### config.mk
export PLATFORM = sky130hd
export DESIGN_NAME = clk_div_ratio_ctrl
export DESIGN_NICKNAME = d
export VERILOG_FILES = /design/src/rtl/clk_div_ctrl_pkg.sv /design/src/rtl/clk_div_gate_timer.sv /design/src/rtl/clk_div_ratio_ctrl.sv
export SDC_FILE = /design/constraint.sdc
export NUM_CORES = 1
export LEC_CHECK = 0
export ABC_AREA = 1
export CORE_ASPECT_RATIO = 0.5
export CORE_UTILIZATION = 47
export CTS_BUF_LIST = sky130_fd_sc_hd__clkbuf_16
export DETAILED_ROUTE_END_ITERATION = 6
export GPL_TIMING_DRIVEN = 1
export PLACE_DENSITY = 0.74
export SLEW_MARGIN = 20
export SYNTH_ARGS = -nofsm -noshare
export SYNTH_HDL_FRONTEND = slang
export SYNTH_HIERARCHICAL = 1
export SYNTH_SLANG_ARGS = --single-unit
### constraint.sdc
create_clock -name i_ref_clk -period 1.65 [get_ports i_ref_clk]
set_input_delay 0.2475 -clock i_ref_clk [delete_from_list [all_inputs] [get_ports i_ref_clk]]
set_output_delay 0.2475 -clock i_ref_clk [all_outputs]
set_load 0.01 [all_outputs]
### src/rtl/clk_div_ctrl_pkg.sv
// Shared types for the divider ratio controller: FSM states, minimum legal ratio and the pending-request slot.
// The slot ratio field is sized for the widest supported RATIO_WIDTH.
package clk_div_ctrl_pkg;

   typedef enum logic [1:0] {
      ST_IDLE = 2'd0,
      ST_RUN  = 2'd1,
      ST_GATE = 2'd2,
      ST_LOAD = 2'd3
   } ctrl_state_e;

   localparam int MIN_VALID_RATIO = 2;
   localparam int PEND_RATIO_W    = 16;

   typedef struct packed {
      logic                    vld;
      logic [PEND_RATIO_W-1:0] ratio;
   } pend_req_t;

endpackage

### src/rtl/clk_div_gate_timer.sv
// Gate-phase countdown: load sets GATE_CYCLES-1, enable decrements to 0, expired flags the final gate cycle.
// Single clock, synchronous active-high reset; no backpressure.
module clk_div_gate_timer #(
   parameter int GATE_CYCLES = 3
) (
   input  logic i_ref_clk,
   input  logic i_rst,
   input  logic i_load,
   input  logic i_enable,
   output logic o_expired
);

   localparam int CW = (GATE_CYCLES > 1) ? $clog2(GATE_CYCLES) : 1;

   if (GATE_CYCLES < 1) begin : g_bad_gate_cycles
      $error("clk_div_gate_timer: GATE_CYCLES must be at least 1");
   end

   logic [CW-1:0] cnt_q;

   always_ff @(posedge i_ref_clk) begin
      if (i_rst) begin
         cnt_q <= '0;
      end else if (i_load) begin
         cnt_q <= CW'(GATE_CYCLES - 1);
      end else if (i_enable && (cnt_q != '0)) begin
         cnt_q <= cnt_q - CW'(1);
      end
   end

   assign o_expired = (cnt_q == '0);

endmodule

### src/rtl/clk_div_ratio_ctrl.sv
// Glitch-safe ratio switcher for a downstream clock divider; CLK_DIV_CTRL_GATED_SWITCH_EN adds a GATE phase holding the enable low.
// Registered outputs; a RUN switch takes GATE_CYCLES+2 cycles (2 without the gate), requests during a switch wait in a 1-deep slot.
module clk_div_ratio_ctrl
   import clk_div_ctrl_pkg::*;
#(
   parameter int RATIO_WIDTH   = 8,
   parameter int DEFAULT_RATIO = 8,
   parameter int GATE_CYCLES   = 3
) (
   input  logic                   i_ref_clk,
   input  logic                   i_rst,
   input  logic                   i_enable,
   input  logic                   i_cfg_valid,
   input  logic [RATIO_WIDTH-1:0] i_cfg_ratio,
   input  logic                   i_err_clr,
   output logic [RATIO_WIDTH-1:0] o_div_ratio,
   output logic                   o_clk_en,
   output logic                   o_busy,
   output logic                   o_update_done,
   output logic                   o_cfg_err
);

   if (RATIO_WIDTH < 2 || RATIO_WIDTH > PEND_RATIO_W) begin : g_bad_width
      $error("clk_div_ratio_ctrl: RATIO_WIDTH out of supported range");
   end
   if (DEFAULT_RATIO < MIN_VALID_RATIO || DEFAULT_RATIO >= (1 << RATIO_WIDTH)) begin : g_bad_default
      $error("clk_div_ratio_ctrl: DEFAULT_RATIO is not a legal ratio");
   end

   ctrl_state_e            state_q;
   logic [RATIO_WIDTH-1:0] ratio_q;
   logic                   clk_en_q;
   logic                   busy_q;
   logic                   done_q;
   logic                   err_q;
   pend_req_t              pend_q;

   logic                   cfg_good;
   logic                   cfg_bad;
   logic                   req_vld;
   logic [RATIO_WIDTH-1:0] req_ratio;
   logic                   switch_req;
   logic                   unused_pend;

   assign cfg_good   = i_cfg_valid && (i_cfg_ratio >= RATIO_WIDTH'(MIN_VALID_RATIO));
   assign cfg_bad    = i_cfg_valid && !cfg_good;
   assign unused_pend = ^pend_q.ratio;

   // A live request supersedes a held one, matching the slot's overwrite rule.
   always_comb begin
      req_vld   = 1'b0;
      req_ratio = i_cfg_ratio;
      if (cfg_good) begin
         req_vld   = 1'b1;
         req_ratio = i_cfg_ratio;
      end else if (pend_q.vld) begin
         req_vld   = 1'b1;
         req_ratio = pend_q.ratio[RATIO_WIDTH-1:0];
      end
   end

   assign switch_req = req_vld && (req_ratio != ratio_q);

`ifdef CLK_DIV_CTRL_GATED_SWITCH_EN
   logic                   gate_load;
   logic                   gate_expired;
   logic [RATIO_WIDTH-1:0] tgt_q;

   assign gate_load = (state_q == ST_RUN) && switch_req;

   clk_div_gate_timer #(
      .GATE_CYCLES (GATE_CYCLES)
   ) u_gate_timer (
      .i_ref_clk (i_ref_clk),
      .i_rst     (i_rst),
      .i_load    (gate_load),
      .i_enable  (state_q == ST_GATE),
      .o_expired (gate_expired)
   );
`else
   localparam int unused_gate_cycles = GATE_CYCLES;
`endif

   always_ff @(posedge i_ref_clk) begin
      if (i_rst) begin
         state_q  <= ST_IDLE;
         ratio_q  <= RATIO_WIDTH'(DEFAULT_RATIO);
         clk_en_q <= 1'b0;
         busy_q   <= 1'b0;
         done_q   <= 1'b0;
         err_q    <= 1'b0;
         pend_q   <= '0;
`ifdef CLK_DIV_CTRL_GATED_SWITCH_EN
         tgt_q    <= RATIO_WIDTH'(DEFAULT_RATIO);
`endif
      end else begin
         done_q <= 1'b0;
         if (cfg_bad) begin
            err_q <= 1'b1;
         end else if (i_err_clr) begin
            err_q <= 1'b0;
         end

         case (state_q)
            ST_IDLE: begin
               pend_q.vld <= 1'b0;
               if (req_vld) begin
                  ratio_q <= req_ratio;
                  done_q  <= 1'b1;
               end
               if (i_enable) begin
                  state_q  <= ST_RUN;
                  clk_en_q <= 1'b1;
               end
            end

            ST_RUN: begin
               pend_q.vld <= 1'b0;
               if (switch_req) begin
                  busy_q <= 1'b1;
`ifdef CLK_DIV_CTRL_GATED_SWITCH_EN
                  state_q  <= ST_GATE;
                  clk_en_q <= 1'b0;
                  tgt_q    <= req_ratio;
`else
                  state_q  <= ST_LOAD;
                  ratio_q  <= req_ratio;
`endif
               end else begin
                  if (req_vld) begin
                     done_q <= 1'b1;
                  end
                  if (!i_enable) begin
                     state_q  <= ST_IDLE;
                     clk_en_q <= 1'b0;
                  end
               end
            end

`ifdef CLK_DIV_CTRL_GATED_SWITCH_EN
            ST_GATE: begin
               if (cfg_good) begin
                  pend_q.vld   <= 1'b1;
                  pend_q.ratio <= PEND_RATIO_W'(i_cfg_ratio);
               end
               if (gate_expired) begin
                  state_q <= ST_LOAD;
                  ratio_q <= tgt_q;
               end
            end
`endif

            // The switch always completes; i_enable only picks where it lands.
            ST_LOAD: begin
               if (cfg_good) begin
                  pend_q.vld   <= 1'b1;
                  pend_q.ratio <= PEND_RATIO_W'(i_cfg_ratio);
               end
               busy_q <= 1'b0;
               done_q <= 1'b1;
               if (i_enable) begin
                  state_q  <= ST_RUN;
                  clk_en_q <= 1'b1;
               end else begin
                  state_q  <= ST_IDLE;
                  clk_en_q <= 1'b0;
               end
            end

            default: begin
               state_q  <= ST_IDLE;
               clk_en_q <= 1'b0;
               busy_q   <= 1'b0;
            end
         endcase
      end
   end

   assign o_div_ratio   = ratio_q;
   assign o_clk_en      = clk_en_q;
   assign o_busy        = busy_q;
   assign o_update_done = done_q;
   assign o_cfg_err     = err_q;

endmodule

* After elaboration in Yosys (flattened, before gate mapping)
Index checks and enable logic that the tools add are counted.
Operators by class: bitwise logic cells 1, multiply operators 0, shift operators 0, mux-type cells 26, eq/ne operators 10, add/sub/neg operators 0, reduce and logical (&&, ||, !) cells 15, divide/modulo/power cells 0, $lt $le $gt $ge 1
Operator list (number):
- $mux W8 | 4
- $mux W17 | 1
- $pmux W8 S2 | 1
- $mux W1 | 12
- $ne A2 B2 Y1 const B | 6
- $ge A8 B2 Y1 const B | 1
- $ne A8 B8 Y1 | 1
- $reduce_and A2 Y1 | 4
- $mux W2 | 3
- $pmux W1 S3 | 2
- $pmux W2 S3 | 1
- $reduce_and A3 Y1 | 2
- $reduce_bool A2 Y1 | 3
- $pmux W1 S2 | 2
- $logic_and A1 B1 Y1 | 3
- $ne A3 B3 Y1 const B | 1
- $eq A2 B1 Y1 const B | 1
- $eq A2 B2 Y1 const B | 1
- $logic_not A2 Y1 | 1
- $reduce_or A2 Y1 | 1
- $logic_not A1 Y1 | 1
- $not A1 Y1 | 1
Storage, ports and cells: word-level logic and storage cells 61, RAM bits 0, input port bits 13, bits in read-only memories 0, register bits after elaboration 23, output and inout bits 12, memories 0, bits in latches 0

* Depth between registers and ports, before layout
Gate-level depths: netlist of the first run.
word-level depth 7, mapped depth 17

* Worst setup path before layout of the first run
OpenSTA, ideal clock, no wires.
path type register -> register, start register pend_q[16] (netlist name), end register state_q[0], buffers on the path 2, setup slack -0.029 ns, stages on the path, launching flop included 15, setup time 0.114 ns, arrival time 1.565 ns, period minus slack after synthesis 1.679 ns, required time 1.536 ns, cells stage by stage dfxtp_1 > buf_2 > clkbuf_8 > a21oi_1 > nand2_1 > nand2_1 > nand2_1 > nand2_1 > nand2_1 > nor2_2 > nand2_2 > nand3_2 > nand2_2 > a21oi_1 > nor2_1
Between the ends: word-level cells in the longest chain between the ends 6
RTL lines:
- start, declared | RTL line clk_div_ratio_ctrl.sv:36 | pend_req_t pend_q;
- $mux W8 | RTL line clk_div_ratio_ctrl.sv:56 | end else if (pend_q.vld) begin
- $mux W8 | RTL line clk_div_ratio_ctrl.sv:53 | if (cfg_good) begin
- $ne A8 B8 Y1 | RTL line clk_div_ratio_ctrl.sv:62 | assign switch_req = req_vld && (req_ratio != ratio_q);
- $logic_and A1 B1 Y1 * | RTL line clk_div_ratio_ctrl.sv:62
- $mux W2 or $ne A3 B3 Y1 (tied branches)
- $pmux W2 S3 or $reduce_and A2 Y1 (tied branches)
- end signal, assigned | RTL line clk_div_ratio_ctrl.sv:112 | state_q <= ST_RUN;
- end signal, assigned | RTL line clk_div_ratio_ctrl.sv:126 | state_q <= ST_LOAD;
- end signal, assigned | RTL line clk_div_ratio_ctrl.sv:134 | state_q <= ST_IDLE;
- end, declared | RTL line clk_div_ratio_ctrl.sv:30 | ctrl_state_e state_q;
Mark *: on every way between the ends. The rest lies on a longest branch, timed or not. A chain may end at the register's enable or synchronous reset.

* Worst setup path in the final report of the first run
start register pend_q[16] (netlist name), end register ratio_q[3], in the netlist o_div_ratio[3]
Between the ends: word-level cells in the longest chain between the ends 6
RTL lines:
- $mux W8 | RTL line clk_div_ratio_ctrl.sv:56
- $mux W8 | RTL line clk_div_ratio_ctrl.sv:53
- $ne A8 B8 Y1 | RTL line clk_div_ratio_ctrl.sv:62
- $logic_and A1 B1 Y1 | RTL line clk_div_ratio_ctrl.sv:62
- $ne A2 B2 Y1 (no line)
- $reduce_and A3 Y1 (no line)
- end signal, assigned | RTL line clk_div_ratio_ctrl.sv:87 | ratio_q <= RATIO_WIDTH'(DEFAULT_RATIO);
- end signal, assigned | RTL line clk_div_ratio_ctrl.sv:108 | ratio_q <= req_ratio;
- end signal, assigned | RTL line clk_div_ratio_ctrl.sv:127 | ratio_q <= req_ratio;
- end, declared | RTL line clk_div_ratio_ctrl.sv:31 | logic [RATIO_WIDTH-1:0] ratio_q;
Parallel ways exist; a longest one is shown, timed or not. The select of a mux whose other input is x is not followed.

==> run_results.csv, run 1 <==
group,metric,value,unit
run_status,outcome,"finished, violations left",
run_status,violations,"setup timing",
detailed_routing,num_vias,2200,
critical_path,crit_chain,"buf_8 > nor2_2 > a21oi_1 > nand2_1 > nand2_2 > nand2_1 > nand2_1 > nand2_2 > nor2_4 > buf_6 > nand3_4 > nand2_4 > nand2_1 > o211ai_1",
timing,tightest_slew,0.428,ns
timing,drv_slew,0,
cts,numCtsBuffers,3,
cells_and_area,drive_gt1_frac,0.508,
floorplan,initial_core_util,0.530,
placed_design,dp.cells,315,
detailed_routing,drc,0,
cells_and_area,final_common_cell,"buf_4",
critical_path,timing.critical_path.mode_cell,"nand2_1",
timing,rsz0062_at_grt,"true",
timing,setup_violations,13,
synth,synthesis.nets,242,
floorplan,die_h,41.5,um
grt,grt_pass1_vias,1878,
synth,yosysSeqAreaShare,0.314,
synth,ys_types,24,
grt,grt_pass1_wl,8580,um
critical_path,path_class,"register to register",
synth,synth_seq_cells,23,
cells_and_area,fillers,95,
critical_path,arrival,2.28,ns
critical_path,crit_fanout,5,
cts,clk_latency,0.27,ns
cts,cts-root-buf,"clkbuf_16",
grt,antenna_found_initial,0,
timing,fin_tns_setup,-4.71,ns
cts,cts_max_level,1,
cells_and_area,design_area,2580,um^2
pwr,total_power,0.00207,W
cts,cts_sinks,23,
grt,grt.overflow.total,0,
cells_and_area,num_antenna_cells,0,
floorplan,fp.dieW,81.0,um
min_path,hp-start,"i_cfg_ratio[1]",
cts,hold_buffers,0,
pwr,ir_drop,1010,uV
critical_path,max_stage_delay,0.39,ns
critical_path,cp-startpoint,"pend_q[16]",
job,maxCapViolations,0,
grt,grt_max_degree,13,
synth,yosys_warnings,6,
detailed_routing,drtIter0Drc,328,
detailed_routing,viasPerCell,6.51,
timing,slew_headroom,0.713,
detailed_routing,wl_per_cell,22.0,um
critical_path,crit_required,1.83,ns
synth,syn_inst,225,
cells_and_area,area_delta_synth_final,75.9,%
cells_and_area,final_cell_mix,"buf_4, nand2_1, inv_1",
cells_and_area,instances_no_fill,338,
floorplan,core_area,2770,um^2
pwr,power_leakage,1.18,nW
detailed_routing,firstDrtPassIters,6,
cts,cts_tree,"built",
timing,fin_worst_skew,0.00578,ns
min_path,hp-class,"input port to register",
placed_design,port-buffer-count,24,
placed_design,place_congestion,0.905,
synth,syn-cell-area,1470,um^2
timing,min_period,2.10,ns
cts,cts.path.max_buffers,2,
critical_path,cp_slowest_cell,"dfxtp_4",
critical_path,r2r-start,"pend_q[16]",
timing,max_freq,0.476,GHz
floorplan,rows,13,
critical_path,path_delay_family,"simple AND/OR/NAND/NOR gates",
placed_design,dp_hpwl,3030,um
pwr,cellPowerDensity,804,nW/um^2
placed_design,dp_slack,-0.812,ns
critical_path,cp-start-kind,"register",
detailed_routing,ant_nets,0,
critical_path,cp-end-kind,"register",
placed_design,placed_cell_area,1990,um^2
timing,fin_crit_sh,1.27,
floorplan,die-area,3360,um^2
synth,synth_area_per_cell,6.52,um^2
grt,track_usage,0.336,
detailed_routing,routed_wl,7450,um
timing,timing.final.ws_setup,-0.451,ns
critical_path,critPathBufInv,2,
timing,hold_violations,0,
cells_and_area,finalNetCount,319,
cts,clk_pin_slew_worst_paths,0.06,ns
floorplan,pin_count,25,
## final timing paths
kind	slack, ns	endpoint	cells after the start
min reg2reg	0.47	o_clk_en	2
max	-0.45	o_div_ratio[3]	14
max reg2reg	-0.45	o_div_ratio[3]	14
min	0.29	pend_q[1]	3
## layout make-up
type | instances | area (um^2) | area share
clock buffer | 3 | 75.1 | 0.0291
clock inverter | 1 | 3.75 | 0.00145
inverter | 30 | 115 | 0.0446
multi-input combinational | 169 | 1230 | 0.478
sequential | 23 | 464 | 0.180
tap | 37 | 46.3 | 0.0179
timing repair buffer | 75 | 643 | 0.249
## registers in the layout (all words and copies together) (netlist names)
| register | count |
|---|---|
| o_update_done | 1 |
| pend_q | 9 |
| o_clk_en | 1 |
| o_busy | 1 |
| state_q | 2 |
| o_cfg_err | 1 |
| o_div_ratio | 8 |
## worst min-delay path: cells and delay by family
kind / cells / cell delay, ns
compound gates: 1 / 0.07
buf+inv: 1 / 0.12
simple gates: 1 / 0.07
## metrics by stage
stage,hold WS (ns),utilization
after floorplan,0.393,-
after global placement,0.450,0.719
after detailed placement,0.458,0.719
after CTS,0.363,0.845
after global routing,0.321,0.933
final,0.292,0.933
## logic make-up (layout without fill, tap and decap cells)
| logic type | count (synthesis) | in the layout | share of synthesized area |
|---|---|---|---|
| AND/OR/NAND/NOR | 120 | 122 | 0.391 |
| AO/OA/AOI/OAI | 42 | 43 | 0.154 |
| adder cells (fa/ha/maj) | 4 | 4 | 0.0341 |
| buffers and inverters | 36 | 109 | 0.107 |
| flip-flops | 23 | 23 | 0.314 |
## report_power, final
| group | internal [W] | switching (W) | total (W) | leakage [nW] |
|---|---|---|---|---|
| sequential | 0.000604 | 0.0000615 | 0.000666 | 0.189 |
| clock | 0.000325 | 0.000220 | 0.000545 | 0.0423 |
| combinational | 0.000368 | 0.000495 | 0.000863 | 0.945 |
## routing by layer
layer | up-vias | wire length [um] | part of all wire | track usage
li1 | 890 | - | - | -
met4 | 0 | 652 | 0.088 | 0.143
met2 | 256 | 3010 | 0.40 | 0.563
met5 | - | 0 | 0 | 0
met3 | 92 | 1140 | 0.15 | 0.0923
met1 | 962 | 2660 | 0.36 | 0.404
## cells in the mapped netlist
cell type | number | area (um^2)
nand2_2 | 4 | 25.0
o21ai_0 | 2 | 10.0
clkbuf_1 | 3 | 11.3
inv_4 | 1 | 6.26
clkbuf_8 | 1 | 13.8
nand3_1 | 28 | 140
a211oi_1 | 1 | 7.51
dfxtp_1 | 23 | 460
inv_1 | 29 | 109
nand2_4 | 1 | 11.3
nand2_1 | 57 | 214
nand3b_1 | 1 | 7.51
a21oi_1 | 37 | 185
o211ai_1 | 1 | 7.51
buf_6 | 1 | 11.3
nor3_2 | 6 | 60.1
o21ai_4 | 1 | 16.3
ha_1 | 4 | 50.1
nand3_4 | 1 | 17.5
nor3_1 | 1 | 5.00
nand3_2 | 1 | 10.0
buf_2 | 1 | 5.00
nor2_1 | 17 | 63.8
nor2_2 | 3 | 18.8
## timing repair
action	4_1_cts	5_1_grt
pin swaps	28	28
setup endpoints to repair	22	21
gates resized for setup	89	53
gates cloned	3	0
setup buffers	11	7
Note: power is estimated with default switching activity, not from simulation.
==> run 2, diff against run 1 <==
ABC_AREA = not set   (was 1)
CORE_UTILIZATION = 52   (was 47)
PLACE_DENSITY = 0.78   (was 0.74)
clock period = 2.28 ns   (was 1.65 ns; I/O delays follow)
==> run 2 against run 1 <==
Cell area down 14%. Combinational power down 30%. Sequential cell count unchanged. Critical path depth down 4. The run still ends with setup timing left. Core utilization down 7.7 points. Fmax down 21%.
==> run_results.csv, run 2 <==
group,metric,value,unit
run_status,outcome,"finished, violations left",
run_status,violations,"setup timing",
placed_design,port-buffer-count,24,
synth,synth_edf_count,0,
synth,ys_async_sr_fraction,0,
timing,fin_worst_skew,0.00131,ns
min_path,hp-class,"register to register",
detailed_routing,viasPerCell,6.28,
detailed_routing,firstDrtPassIters,6,
cells_and_area,area_delta_synth_final,55.8,%
floorplan,rows,13,
synth,synth_seq_cells,23,
synth,yosys_warnings,6,
cts,numCtsBuffers,3,
critical_path,crit_required,2.43,ns
cells_and_area,drive_gt1_frac,0.326,
placed_design,place_congestion,0.983,
floorplan,die-area,2980,um^2
timing,min_period,2.67,ns
timing,hold_violations,0,
synth,synthesis.nets,192,
timing,tightest_slew,0.634,ns
cts,cts-root-buf,"clkbuf_16",
cts,clk_pin_slew_worst_paths,0.06,ns
synth,syn_inst,175,
floorplan,initial_core_util,0.550,
synth,yosys_most_used_dff,"dfxtp_1",
cells_and_area,num_antenna_cells,0,
cts,cts.path.max_buffers,2,
cells_and_area,final_common_cell,"buf_4",
cts,clk_latency,0.26,ns
timing,max_freq,0.375,GHz
synth,synth_top_cell_by_area,"dfxtp_1",
synth,ys_types,46,
floorplan,core_area,2600,um^2
grt,antenna_found_initial,0,
detailed_routing,num_vias,1734,
detailed_routing,drc,0,
grt,grt_pass1_wl,7730,um
cells_and_area,instances_no_fill,276,
cts,cts_sinks,23,
floorplan,die_h,39.1,um
detailed_routing,wirelength_met1,2170,um
grt,track_usage,0.358,
floorplan,fp.dieW,76.2,um
pwr,power_leakage,0.877,nW
placed_design,dp.cells,262,
detailed_routing,ant_nets,0,
job,maxCapViolations,0,
cts,hold_buffers,0,
synth,synth_area_per_cell,8.17,um^2
timing,fin_crit_sh,1.17,
timing,timing.final.ws_setup,-0.389,ns
synth,yosysMostFrequentCell,"dfxtp_1",
critical_path,cp-start-kind,"register",
cells_and_area,top_register,"pend_q",
synth,syn-cell-area,1430,um^2
synth,synth_commonest_cells,"dfxtp_1, nand2_1, a21oi_1",
pwr,cellPowerDensity,674,nW/um^2
pwr,ir_drop,358,uV
floorplan,pin_count,25,
grt,grt_max_degree,19,
timing,drv_slew,0,
placed_design,dp_hpwl,3110,um
synth,synthTopCellsByArea,"dfxtp_1, nand2_1, a21oi_1",
critical_path,arrival,2.82,ns
placed_design,dp_slack,-0.922,ns
cells_and_area,largest_reg_flops,9,
cts,cts_tree,"built",
detailed_routing,routed-wl-met3,605,um
critical_path,crit_fanout,6,
timing,slew_headroom,0.577,
detailed_routing,wl_per_cell,19.5,um
critical_path,cp-end-kind,"register",
timing,rsz0062_at_grt,"true",
timing,fin_hold_ws,0.468,ns
grt,grt.overflow.total,0,
detailed_routing,top_layer,"met4",
cells_and_area,finalNetCount,257,
synth,yosysSeqAreaShare,0.322,
detailed_routing,routed_wl,5390,um
cells_and_area,final_cell_mix,"buf_4, dfxtp_1, nand2_1",
critical_path,path_class,"register to register",
cts,cts_max_level,1,
cells_and_area,post-route-util,0.856,
timing,fin_tns_setup,-3.80,ns
cells_and_area,fillers,129,
synth,synth.top_cell.area_share,0.322,
detailed_routing,wl_met2,2360,um
detailed_routing,drtIter0Drc,156,
timing,setup_violations,13,
grt,grt_pass1_vias,1553,
-- run 2: path summary, 6_finish.rpt --
kind | startpoint | endpoint | slack, ns | depth (start not counted)
min | pend_q[6] | pend_q[6] | 0.47 | 2
max | pend_q[16] | o_div_ratio[5] | -0.39 | 10
min reg2reg | pend_q[6] | pend_q[6] | 0.47 | 2
max reg2reg | pend_q[16] | o_div_ratio[5] | -0.39 | 10
-- run 2: repair_timing --
item,in CTS,in global routing
pin swaps,14,3
endpoints found under the setup margin,13,13
buffers inserted,8,2
gates resized for setup,36,10
-- run 2: layout make-up --
cell class	instances	area, um^2	area share
Multi-Input combinational cell	135	993	0.446
Timing Repair Buffer	70	618	0.277
Sequential cell	23	464	0.208
Clock buffer	3	75.1	0.0337
Tap cell	37	46.3	0.0208
Inverter	7	26.3	0.0118
Clock inverter	1	5.00	0.00225
-- run 2: routing by layer --
layer,vias to the layer above,track usage
met1,804,0.408
met4,0,0.188
met5,-,0
met2,123,0.618
li1,775,-
met3,32,0.132
-- run 2: cell families after synthesis --
group,share of synthesized area
AND/OR/NAND/NOR,0.261
AO/OA/AOI/OAI,0.259
flip-flops,0.322
buffers and inverters,0.0560
multiplexers,0.0429
XOR/XNOR,0.0245
adder cells (fa/ha/maj),0.0350
-- run 2: stage by stage --
stage	cell area, um^2	total power [W]
final	2230	0.00150
after global routing	2230	0.00156
after CTS	2170	0.00143
after detailed placement	1940	0.000990
after global placement	1940	0.000975
after floorplan	1440	0.000784
-- run 2: report_power, final --
group,internal (W),switching [W]
Clock,0.000237,0.000164
Combinational,0.000302,0.000300
Sequential,0.000448,0.0000501
Total,0.000987,0.000514
-- run 2: worst max-delay path: stages (launching register included) --
cell      delay [ns]
dfxtp_4         0.37
or4b_4          0.48
o21ai_4         0.21
mux2i_2         0.30
xnor2_1         0.18
nor4_2          0.06
buf_4           0.16
a311oi_4        0.31
buf_6           0.18
mux2i_1         0.23
nor2_1          0.06
